**src/rtl/lsu_mem_stage_if.sv**
```systemverilog
// -----------------------------------------------------------------------------
// lsu_mem_stage_if
// Data-memory port between the load/store stage and the data memory.
//   req    LSU -> mem  request, held until ack
//   we     LSU -> mem  1 = write
//   addr   LSU -> mem  word address (low two bits always 0)
//   wdata  LSU -> mem  store data replicated/shifted onto its byte lanes
//   be     LSU -> mem  byte enables
//   ack    mem -> LSU  access completes this cycle
//   rdata  mem -> LSU  read word, valid with ack
// Modports: master = LSU side, slave = memory side.
// -----------------------------------------------------------------------------
`timescale 1ns/1ps

interface lsu_mem_stage_if;
    logic        req;
    logic        we;
    logic [31:0] addr;
    logic [31:0] wdata;
    logic [3:0]  be;
    logic        ack;
    logic [31:0] rdata;

    modport master (
        output req, we, addr, wdata, be,
        input  ack, rdata
    );

    modport slave (
        input  req, we, addr, wdata, be,
        output ack, rdata
    );
endinterface

```
**src/rtl/lsu_mem_stage.sv**
```systemverilog
// -----------------------------------------------------------------------------
// lsu_mem_stage
// Memory-access stage of the single-core RV32I datapath. Takes the ALU result
// as effective address for LB/LH/LW/LBU/LHU/SB/SH/SW, runs one req/ack access
// on the data-memory port and returns extended load data with a one-cycle
// done pulse. The core stalls while busy is high.
//
// Parameter:
//   TIMEOUT   ack-wait cycles before the access is aborted with bus_err
//             (0 = wait forever)
// Optional feature macro:
//   MISALIGN_TRAP_EN  when defined, a misaligned half/word access never reaches
//                     the bus and completes with misaligned=1; when undefined
//                     the low address bits only select byte lanes.
// Ports:
//   clk, reset           clock, synchronous active-high reset
//   req_valid/req_ready  request from core; ready only in IDLE
//   mem_read, mem_write  load / store (both set = load)
//   funct3               RV32I size/sign encoding
//   alu_result           effective address
//   store_data           rs2 value
//   dmem                 data-memory port (master modport)
//   load_data            extended load result, held until the next done
//   done                 one-cycle completion pulse
//   misaligned, bus_err  status, valid only with done
//   busy                 stall to core (state != IDLE)
// -----------------------------------------------------------------------------
`timescale 1ns/1ps

module lsu_mem_stage #(
    parameter int unsigned TIMEOUT = 255
) (
    input  logic            clk,
    input  logic            reset,
    input  logic            req_valid,
    output logic            req_ready,
    input  logic            mem_read,
    input  logic            mem_write,
    input  logic [2:0]      funct3,
    input  logic [31:0]     alu_result,
    input  logic [31:0]     store_data,
    lsu_mem_stage_if.master dmem,
    output logic [31:0]     load_data,
    output logic            done,
    output logic            misaligned,
    output logic            bus_err,
    output logic            busy
);

    // Counter only ever needs to reach TIMEOUT-1.
    localparam int CW = (TIMEOUT > 1) ? $clog2(TIMEOUT) : 1;

    typedef enum logic [1:0] {
        IDLE = 2'd0,
        REQ  = 2'd1,
        RESP = 2'd2
    } state_t;

    state_t         state_reg, state_next;
    logic           req_reg, req_next;
    logic           we_reg, we_next;
    logic [31:0]    addr_reg, addr_next;
    logic [31:0]    wdata_reg, wdata_next;
    logic [3:0]     be_reg, be_next;
    logic [1:0]     lane_reg, lane_next;
    logic [2:0]     f3_reg, f3_next;
    logic [CW-1:0]  cnt_reg, cnt_next;
    logic [31:0]    load_data_reg, load_data_next;
    logic           done_reg, done_next;
    logic           mis_reg, mis_next;
    logic           err_reg, err_next;

    // ---------------- request decode (from core inputs) ----------------
    logic [1:0]  a;
    logic        is_access;
    logic        req_mis;
    logic [3:0]  be_b;
    logic [31:0] wdata_b;
    logic [3:0]  req_be;
    logic [31:0] req_wdata;
    logic [7:0]  rd_byte [4];

    assign a         = alu_result[1:0];
    assign is_access = mem_read | mem_write;

    // Per-lane byte enable / byte replication / read-byte split.
    genvar gi;
    generate
        for (gi = 0; gi < 4; gi++) begin : g_lane
            assign be_b[gi]             = (a == 2'(gi));
            assign wdata_b[8*gi +: 8]   = store_data[7:0];
            assign rd_byte[gi]          = dmem.rdata[8*gi +: 8];
        end
    endgenerate

    // funct3[2] only affects load extension, so stores ignore it here.
    always_comb begin
        req_be    = 4'b1111;
        req_wdata = store_data;
        case (funct3[1:0])
            2'b00: begin
                req_be    = be_b;
                req_wdata = wdata_b;
            end
            2'b01: begin
                req_be    = 4'b0011 << {a[1], 1'b0};
                req_wdata = {2{store_data[15:0]}};
            end
            default: ;
        endcase
    end

`ifdef MISALIGN_TRAP_EN
    assign req_mis = is_access &&
                     (((funct3[1:0] == 2'b01) && a[0]) || (funct3[1] && (a != 2'b00)));
`else
    assign req_mis = 1'b0;
`endif

    // ---------------- load extraction (from captured lane/size) ----------------
    logic [7:0]  ld_b;
    logic [15:0] ld_h;
    logic [31:0] ld_ext;

    assign ld_b = rd_byte[lane_reg];
    assign ld_h = lane_reg[1] ? dmem.rdata[31:16] : dmem.rdata[15:0];

    always_comb begin
        ld_ext = dmem.rdata;
        case (f3_reg[1:0])
            2'b00:   ld_ext = f3_reg[2] ? {24'b0, ld_b} : {{24{ld_b[7]}}, ld_b};
            2'b01:   ld_ext = f3_reg[2] ? {16'b0, ld_h} : {{16{ld_h[15]}}, ld_h};
            default: ld_ext = dmem.rdata;
        endcase
    end

    logic timeout_hit;
    assign timeout_hit = (TIMEOUT != 0) && (32'(cnt_reg) == TIMEOUT - 1);

    // ---------------- FSM next state / outputs ----------------
    always_comb begin
        state_next     = state_reg;
        req_next       = req_reg;
        we_next        = we_reg;
        addr_next      = addr_reg;
        wdata_next     = wdata_reg;
        be_next        = be_reg;
        lane_next      = lane_reg;
        f3_next        = f3_reg;
        cnt_next       = cnt_reg;
        load_data_next = load_data_reg;
        done_next      = 1'b0;
        mis_next       = 1'b0;
        err_next       = 1'b0;

        case (state_reg)
            IDLE: begin
                if (req_valid) begin
                    f3_next = funct3;
                    if (!is_access || req_mis) begin
                        // Nothing goes on the bus; complete in the next cycle.
                        state_next     = RESP;
                        done_next      = 1'b1;
                        mis_next       = req_mis;
                        load_data_next = 32'b0;
                    end else begin
                        state_next = REQ;
                        req_next   = 1'b1;
                        we_next    = mem_write & ~mem_read;
                        addr_next  = {alu_result[31:2], 2'b00};
                        wdata_next = req_wdata;
                        be_next    = req_be;
                        lane_next  = a;
                        cnt_next   = '0;
                    end
                end
            end
            REQ: begin
                // Ack has priority over an expiring timeout.
                if (dmem.ack) begin
                    state_next     = RESP;
                    req_next       = 1'b0;
                    done_next      = 1'b1;
                    load_data_next = we_reg ? 32'b0 : ld_ext;
                end else if (timeout_hit) begin
                    state_next     = RESP;
                    req_next       = 1'b0;
                    done_next      = 1'b1;
                    err_next       = 1'b1;
                    load_data_next = 32'b0;
                end else begin
                    cnt_next = cnt_reg + CW'(1);
                end
            end
            RESP: begin
                state_next = IDLE;
            end
            default: begin
                state_next = IDLE;
                req_next   = 1'b0;
            end
        endcase
    end

    always_ff @(posedge clk) begin
        if (reset) begin
            state_reg     <= IDLE;
            req_reg       <= 1'b0;
            we_reg        <= 1'b0;
            addr_reg      <= 32'b0;
            wdata_reg     <= 32'b0;
            be_reg        <= 4'b0;
            lane_reg      <= 2'b0;
            f3_reg        <= 3'b0;
            cnt_reg       <= '0;
            load_data_reg <= 32'b0;
            done_reg      <= 1'b0;
            mis_reg       <= 1'b0;
            err_reg       <= 1'b0;
        end else begin
            state_reg     <= state_next;
            req_reg       <= req_next;
            we_reg        <= we_next;
            addr_reg      <= addr_next;
            wdata_reg     <= wdata_next;
            be_reg        <= be_next;
            lane_reg      <= lane_next;
            f3_reg        <= f3_next;
            cnt_reg       <= cnt_next;
            load_data_reg <= load_data_next;
            done_reg      <= done_next;
            mis_reg       <= mis_next;
            err_reg       <= err_next;
        end
    end

    assign dmem.req   = req_reg;
    assign dmem.we    = we_reg;
    assign dmem.addr  = addr_reg;
    assign dmem.wdata = wdata_reg;
    assign dmem.be    = be_reg;

    assign load_data  = load_data_reg;
    assign done       = done_reg;
    assign misaligned = mis_reg;
    assign bus_err    = err_reg;
    assign busy       = (state_reg != IDLE);
    assign req_ready  = (state_reg == IDLE);

endmodule
```
**src/flat_wrapper.sv**
```systemverilog
// flat-port wrapper written by rule: the top's interface ports become plain ports
module lsu_mem_stage_flat 
#(
    parameter int unsigned TIMEOUT = 255
)
  (clk, reset, req_valid, req_ready, mem_read, mem_write, funct3, alu_result, store_data, load_data, done, misaligned, bus_err, busy, dmem_req, dmem_we, dmem_addr, dmem_wdata, dmem_be, dmem_ack, dmem_rdata);
  lsu_mem_stage_if dmem_i ();
  input  logic clk;
  input  logic reset;
  input  logic req_valid;
  output logic req_ready;
  input  logic mem_read;
  input  logic mem_write;
  input  logic [2:0] funct3;
  input  logic [31:0] alu_result;
  input  logic [31:0] store_data;
  output logic [31:0] load_data;
  output logic done;
  output logic misaligned;
  output logic bus_err;
  output logic busy;
  output wire logic [$bits(dmem_i.req)-1:0] dmem_req;
  output wire logic [$bits(dmem_i.we)-1:0] dmem_we;
  output wire logic [$bits(dmem_i.addr)-1:0] dmem_addr;
  output wire logic [$bits(dmem_i.wdata)-1:0] dmem_wdata;
  output wire logic [$bits(dmem_i.be)-1:0] dmem_be;
  input wire logic [$bits(dmem_i.ack)-1:0] dmem_ack;
  input wire logic [$bits(dmem_i.rdata)-1:0] dmem_rdata;
  assign dmem_req = dmem_i.req;
  assign dmem_we = dmem_i.we;
  assign dmem_addr = dmem_i.addr;
  assign dmem_wdata = dmem_i.wdata;
  assign dmem_be = dmem_i.be;
  assign dmem_i.ack = dmem_ack;
  assign dmem_i.rdata = dmem_rdata;
  lsu_mem_stage #(.TIMEOUT(TIMEOUT)) u_core (.clk(clk), .reset(reset), .req_valid(req_valid), .req_ready(req_ready), .mem_read(mem_read), .mem_write(mem_write), .funct3(funct3), .alu_result(alu_result), .store_data(store_data), .dmem(dmem_i), .load_data(load_data), .done(done), .misaligned(misaligned), .bus_err(bus_err), .busy(busy));
endmodule
```
**config.mk**
```make
export PLATFORM = sky130hd
export DESIGN_NAME = lsu_mem_stage_flat
export DESIGN_NICKNAME = d
export VERILOG_FILES = /design/src/rtl/lsu_mem_stage_if.sv /design/src/rtl/lsu_mem_stage.sv /design/src/flat_wrapper.sv
export SDC_FILE = /design/constraint.sdc
export NUM_CORES = 1
export LEC_CHECK = 0
export BUFFER_PORTS_ARGS = -buffer_cell sky130_fd_sc_hd__buf_2
export CORE_AREA = 5 5 109 111
export CTS_CLUSTER_DIAMETER = 80
export DETAILED_ROUTE_END_ITERATION = 12
export DIE_AREA = 0 0 114 116
export GPL_ROUTABILITY_DRIVEN = 1
export HOLD_SLACK_MARGIN = 0.06
export PLACE_DENSITY_LB_ADDON = 0.1
export SLEW_MARGIN = 25
export SYNTH_ARGS = -nofsm -noshare
export SYNTH_HDL_FRONTEND = slang
export SYNTH_SLANG_ARGS = --single-unit
```
**constraint.sdc**
```tcl
create_clock -name clk -period 2.65 [get_ports clk]
set_input_delay 0 -clock clk [delete_from_list [all_inputs] [get_ports clk]]
set_output_delay 0 -clock clk [all_outputs]
set_load 0.05 [all_outputs]
```
Yosys cells after proc, flatten, opt, wreduce, memory -nomap -nowiden
Index checks and enable logic that the tools add are counted.
Cells by class
  bitwise gates (word level): 6
  reduce and logical (&&, ||, !) cells: 13
  equal/unequal tests: 14
  add/subtract/negate cells: 1
  shift operators: 1
  $lt $le $gt $ge: 1
  multiplexer cells: 35
Operator list (count)
  two-way mux 32 bit: 7
  one-hot mux 32 bit (2 select lines): 3
  two-way mux 8 bit: 6
  binary-select mux 8 bit (select 2 bit): 1
  two-way mux 16 bit: 1
  one-hot mux 8 bit (2 select lines): 1
  adder 8 x 1 -> 8 bit (second input constant): 1
  == test 2 x 1 -> 1 bit (second input constant): 4
  == test 8 bit (second input constant): 1
  zero test 2 bit: 4
  two-way mux 1 bit: 8
  two-way mux 2 bit: 4
  inequality test 2 bit (second input constant): 4
  one-hot mux 4 bit (2 select lines): 1
  AND reduction 4 bit: 2
  == test 2 bit (second input constant): 3
  AND reduction 5 bit: 1
  one-hot mux 2 bit (2 select lines): 1
  AND reduction 2 bit: 2
  nonzero test 2 bit: 2
  << shifter 2 x 2 -> 4 bit (first input constant): 1
  >= comparator 3 bit (second input constant): 1
  inequality test 3 x 2 -> 1 bit (second input constant): 1
  inverter 1 bit: 3
  8 further kinds: 8
Storage, ports and cells
  word-level logic and storage cells: 83
  register bits after elaboration: 117
  output and inout port bits: 107

Longest topological paths before layout
  depth after elaboration: 9
  mapped depth: 8
  mapped depth without buffers: 6

Worst setup path after synthesis
OpenSTA, ideal clock, no wires.
  path type: register -> register
  start point: register u_core.cnt_reg[0]
  end point: register u_core.cnt_reg[2]
  path slack: 0.746 ns
  clock period less this slack: 1.904 ns
  arrival time: 1.833 ns
  cell stages (with the launch flop): 9
  library setup time: 0.071 ns
  required time: 2.579 ns
  path through: dfxtp_1 inv_1 ha_1 and3_1 clkbuf_1 a311o_1 clkbuf_1 or3_1 a21oi_1
On the way
  longest elaborated chain between the ends: 4
  elaborated cells between the ends (all ways): 7
  classes of those cells: add/sub (1); eq/ne (2); mux (3); reduce/logical (1)
Ends and longest elaborated chain
  from (decl): RTL line lsu_mem_stage.sv:67  | logic [CW-1:0] cnt_reg, cnt_next;
  from (signal assigned): RTL line lsu_mem_stage.sv:229  | cnt_reg <= cnt_next;
  adder 8 x 1 -> 8 bit: RTL line lsu_mem_stage.sv:192  | cnt_next = cnt_reg + CW'(1);
  two-way mux 8 bit: RTL line lsu_mem_stage.sv:185  | end else if (timeout_hit) begin
  two-way mux 8 bit: RTL line lsu_mem_stage.sv:180  | if (dmem.ack) begin
  one-hot mux 8 bit (2 select lines): RTL line lsu_mem_stage.sv:156  | case (state_reg)
Several ways; a longest one is shown, not always the timed one. The select of a mux whose other input is x is not followed.
A chain may end at the register's enable or synchronous reset.

Worst setup path after layout
  start point: register u_core.cnt_reg[0]
  end point: register u_core.load_data_reg[13], in the netlist u_core.load_data[13]
On the way
  longest elaborated chain between the ends: 3
Ends and longest elaborated chain
  == test 8 bit: RTL line lsu_mem_stage.sv:138  | assign timeout_hit = (TIMEOUT != 0) && (32'(cnt_reg) == TIMEOUT - 1);
  inequality test 3 x 2 -> 1 bit (no source line)
  AND reduction 4 bit (no source line)
  to (signal assigned): RTL line lsu_mem_stage.sv:230  | load_data_reg <= load_data_next;
  to (decl): RTL line lsu_mem_stage.sv:68  | logic [31:0] load_data_reg, load_data_next;
No other way between the ends.

==> reports/metrics.cfg <==
[outcome]
status=finished, final reports clean

[power]
fin_total_pwr_mw=5.53
ir_drop_v=0.000456
power_density_nw_per_um2=680
leakage_nw=3.65

[global_route]
grt_usage_pct=26.8
grt_pass1_wl_um=28200
antenna_found_initial=0
grt_pass1_vias=5721
grt-ovfl-total=0
grt_max_degree=65

[final_layout]
final_common_cell=buf_2
drive_above_1_share_pct=29.2
antenna_cells=0
mostFrequentLayoutCells=buf_2, dlygate4sd3_1, nand2_1
postLayoutCellArea_um2=8130
syn_to_final_growth_pct=60.2
layout.nets=1018

[clocking]
numCtsBuffers=17
ctsRootBufferMaster=clkbuf_8
cts_buffer_depth=2
cts.sinks=117
htreeDepth=4
clk_pin_slew_worst_paths_ns=0.06
clkLatencyLatePin_ns=0.52
cts_tree=done

[critical_path]
worstSetupPathType=flip-flop to flip-flop
rrSetupSlack_ns=0.1
crit_path_start_kind=flip-flop
crit_end=u_core.load_data[13]
cp-startpoint=u_core.cnt_reg[0]
crit_family=buffers and inverters
crit_chain=inv_1 -> ha_1 -> and3_1 -> a311o_2 -> a21oi_2 -> buf_12 -> o2bb2ai_1 -> dlygate4sd3_1
reg2reg_depth=8
worstPathArrival_ns=3.01
cpMaxStageDelayCell=dlygate4sd3_1
critPathBufInv=3
crit_cells=8
cp_max_fo=32
end_kind=flip-flop
max_stage_delay_ns=0.55
worstPathRequired_ns=3.11
r2r-start=u_core.cnt_reg[0]
r2r-end=u_core.load_data[13]

[synthesis]
synth.cell_area_um2=5080
synth-seq-area-share_pct=46.1
syn-mean-instance-area_um2=8.62
ys.flop_type=dfxtp_1
ys_warn_count=0
synth_cells=589
synth_seq_cells=117
ys_types=54
synth_edf_count=0
synth-async-reset-ratio_pct=0

[detailed_routing]
route.vias.total=5615
wl_um=17600
drt_iter0_markers=447
drt-pass1-iter-count=6
viasPerCell=5.28
ant_nets=0
remaining_drc_errors=0
wl_per_cell_um=16.5

[flow_run]
drv.max_cap_violation_count=0

[timing]
hold_violations=0
whs_ns=0.0895
worst_pin_slew_ns=0.777
fmaxAchievable_mhz=392
fin_crit_sh_pct=96.3
setup_tns_ns=0
fin_skew_ns=0.0106
slew_headroom_pct=48.2
drv_slew=0
setup_violations=0
finalCriticalPeriod_ns=2.55
final.setup.worst_slack_ns=0.0987

[floorplan]
rows=38
initial_core_util_pct=47.5
pin_count=212
coreArea_um2=10700
die_y_um=116
dieArea_um2=13200
dieWidth_um=114

[place]
dpl_worst_slack_ns=0.529
portBuffers=208
place_area_um2=6150
place_congestion=0.832
dp_hpwl_um=10600

[worst_hold_path]
hold_path.class=input port to flip-flop

worst register-to-register path, cell delays in order, from the launching register on:
cell and delay, ns:
dfxtp_1 0.37, inv_1 0.08, ha_1 0.19, and3_1 0.23, a311o_2 0.49, a21oi_2 0.23, buf_12 0.22, o2bb2ai_1 0.13
dlygate4sd3_1 0.55
cell type report:
| class | instances | area, um^2 |
|---|---|---|
| flip-flops and latches | 117 | 2340 |
| inverters | 9 | 33.8 |
| well taps | 140 | 175 |
| clock inverters | 12 | 176 |
| clock buffers | 20 | 455 |
| multi-input cells | 416 | 2490 |
| fillers | 743 | 2560 |
| repair buffers | 350 | 2460 |
Yosys cell counts, types with 6 or more instances:
master	n	area (um^2)
nand2b_1	27	169
mux2_2	9	101
a21oi_1	57	285
buf_2	10	50.1
a21boi_0	7	52.6
a22o_1	18	158
nor2_1	30	113
a311oi_1	10	87.6
mux2i_1	18	180
nor3_1	6	30.0
nand2_1	124	465
a32o_1	6	60.1
o21ai_0	26	130
a211oi_1	13	97.6
o31a_1	6	52.6
o22ai_1	7	43.8
buf_4	7	52.6
inv_1	9	33.8
clkbuf_1	31	116
dfxtp_1	117	2340
o2bb2ai_1	7	61.3
how the worst min path moves through the flow:
stage | startpoint | to | slack (ns) | depth (start not counted)
finish | reset | u_core.dmem.addr[19] | 0.09 | 2
global route | reset | u_core.dmem.addr[7] | 0.09 | 2
CTS | reset | u_core.state_reg[0] | 0.06 | 2
detailed placement | alu_result[14] | u_core.dmem.addr[14] | 0.25 | 3
global placement | alu_result[9] | u_core.dmem.addr[9] | 0.24 | 3
floorplan | mem_read | u_core.dmem.we | 0.1 | 1
power by group:
part	internal, mW	leakage, nW	switching (mW)
clock network	1.60	0.307	0.815
registers	1.87	0.956	0.0683
logic	0.426	2.39	0.759
total	3.89	3.65	1.64
cells by family (layout without fill, tap and decap cells):
logic type,count (synthesis),in the layout,synth area share [%]
muxes,27,27,5.54
buffers and inverters,58,391,5.20
AOI/OAI and AO/OA,173,173,23.3
DFF,117,117,46.1
other,1,3,0.0739
xor gates and xnor gates,4,4,0.690
and+or+nand+nor,207,207,18.6
adders and majority gates,2,2,0.493
metrics by stage:
stage               instances  utilization (%)
floorplan                 591                -
global placement          899             57.5
detailed placement        899             57.5
CTS                      1064             75.8
global route             1064             76.0
finish                   1064             76.0
per-layer routing:
layer  vias to the layer above  part of all wire [%]  GRT usage (%)
li1                       2716                     -              -
met1                      2626                    39           30.1
met5                         -                     0              0
met3                        44                   7.5           9.45
met4                         0                   2.7           11.2
met2                       229                    51           46.4
timing repair:
item                                    CTS  global route
resized for setup                         0             6
endpoints found under the setup margin    0             2
hold buffers                            133             0
hold endpoints to repair                106             0
setup buffers                             0             0
(Power assumes the default switching activity.)
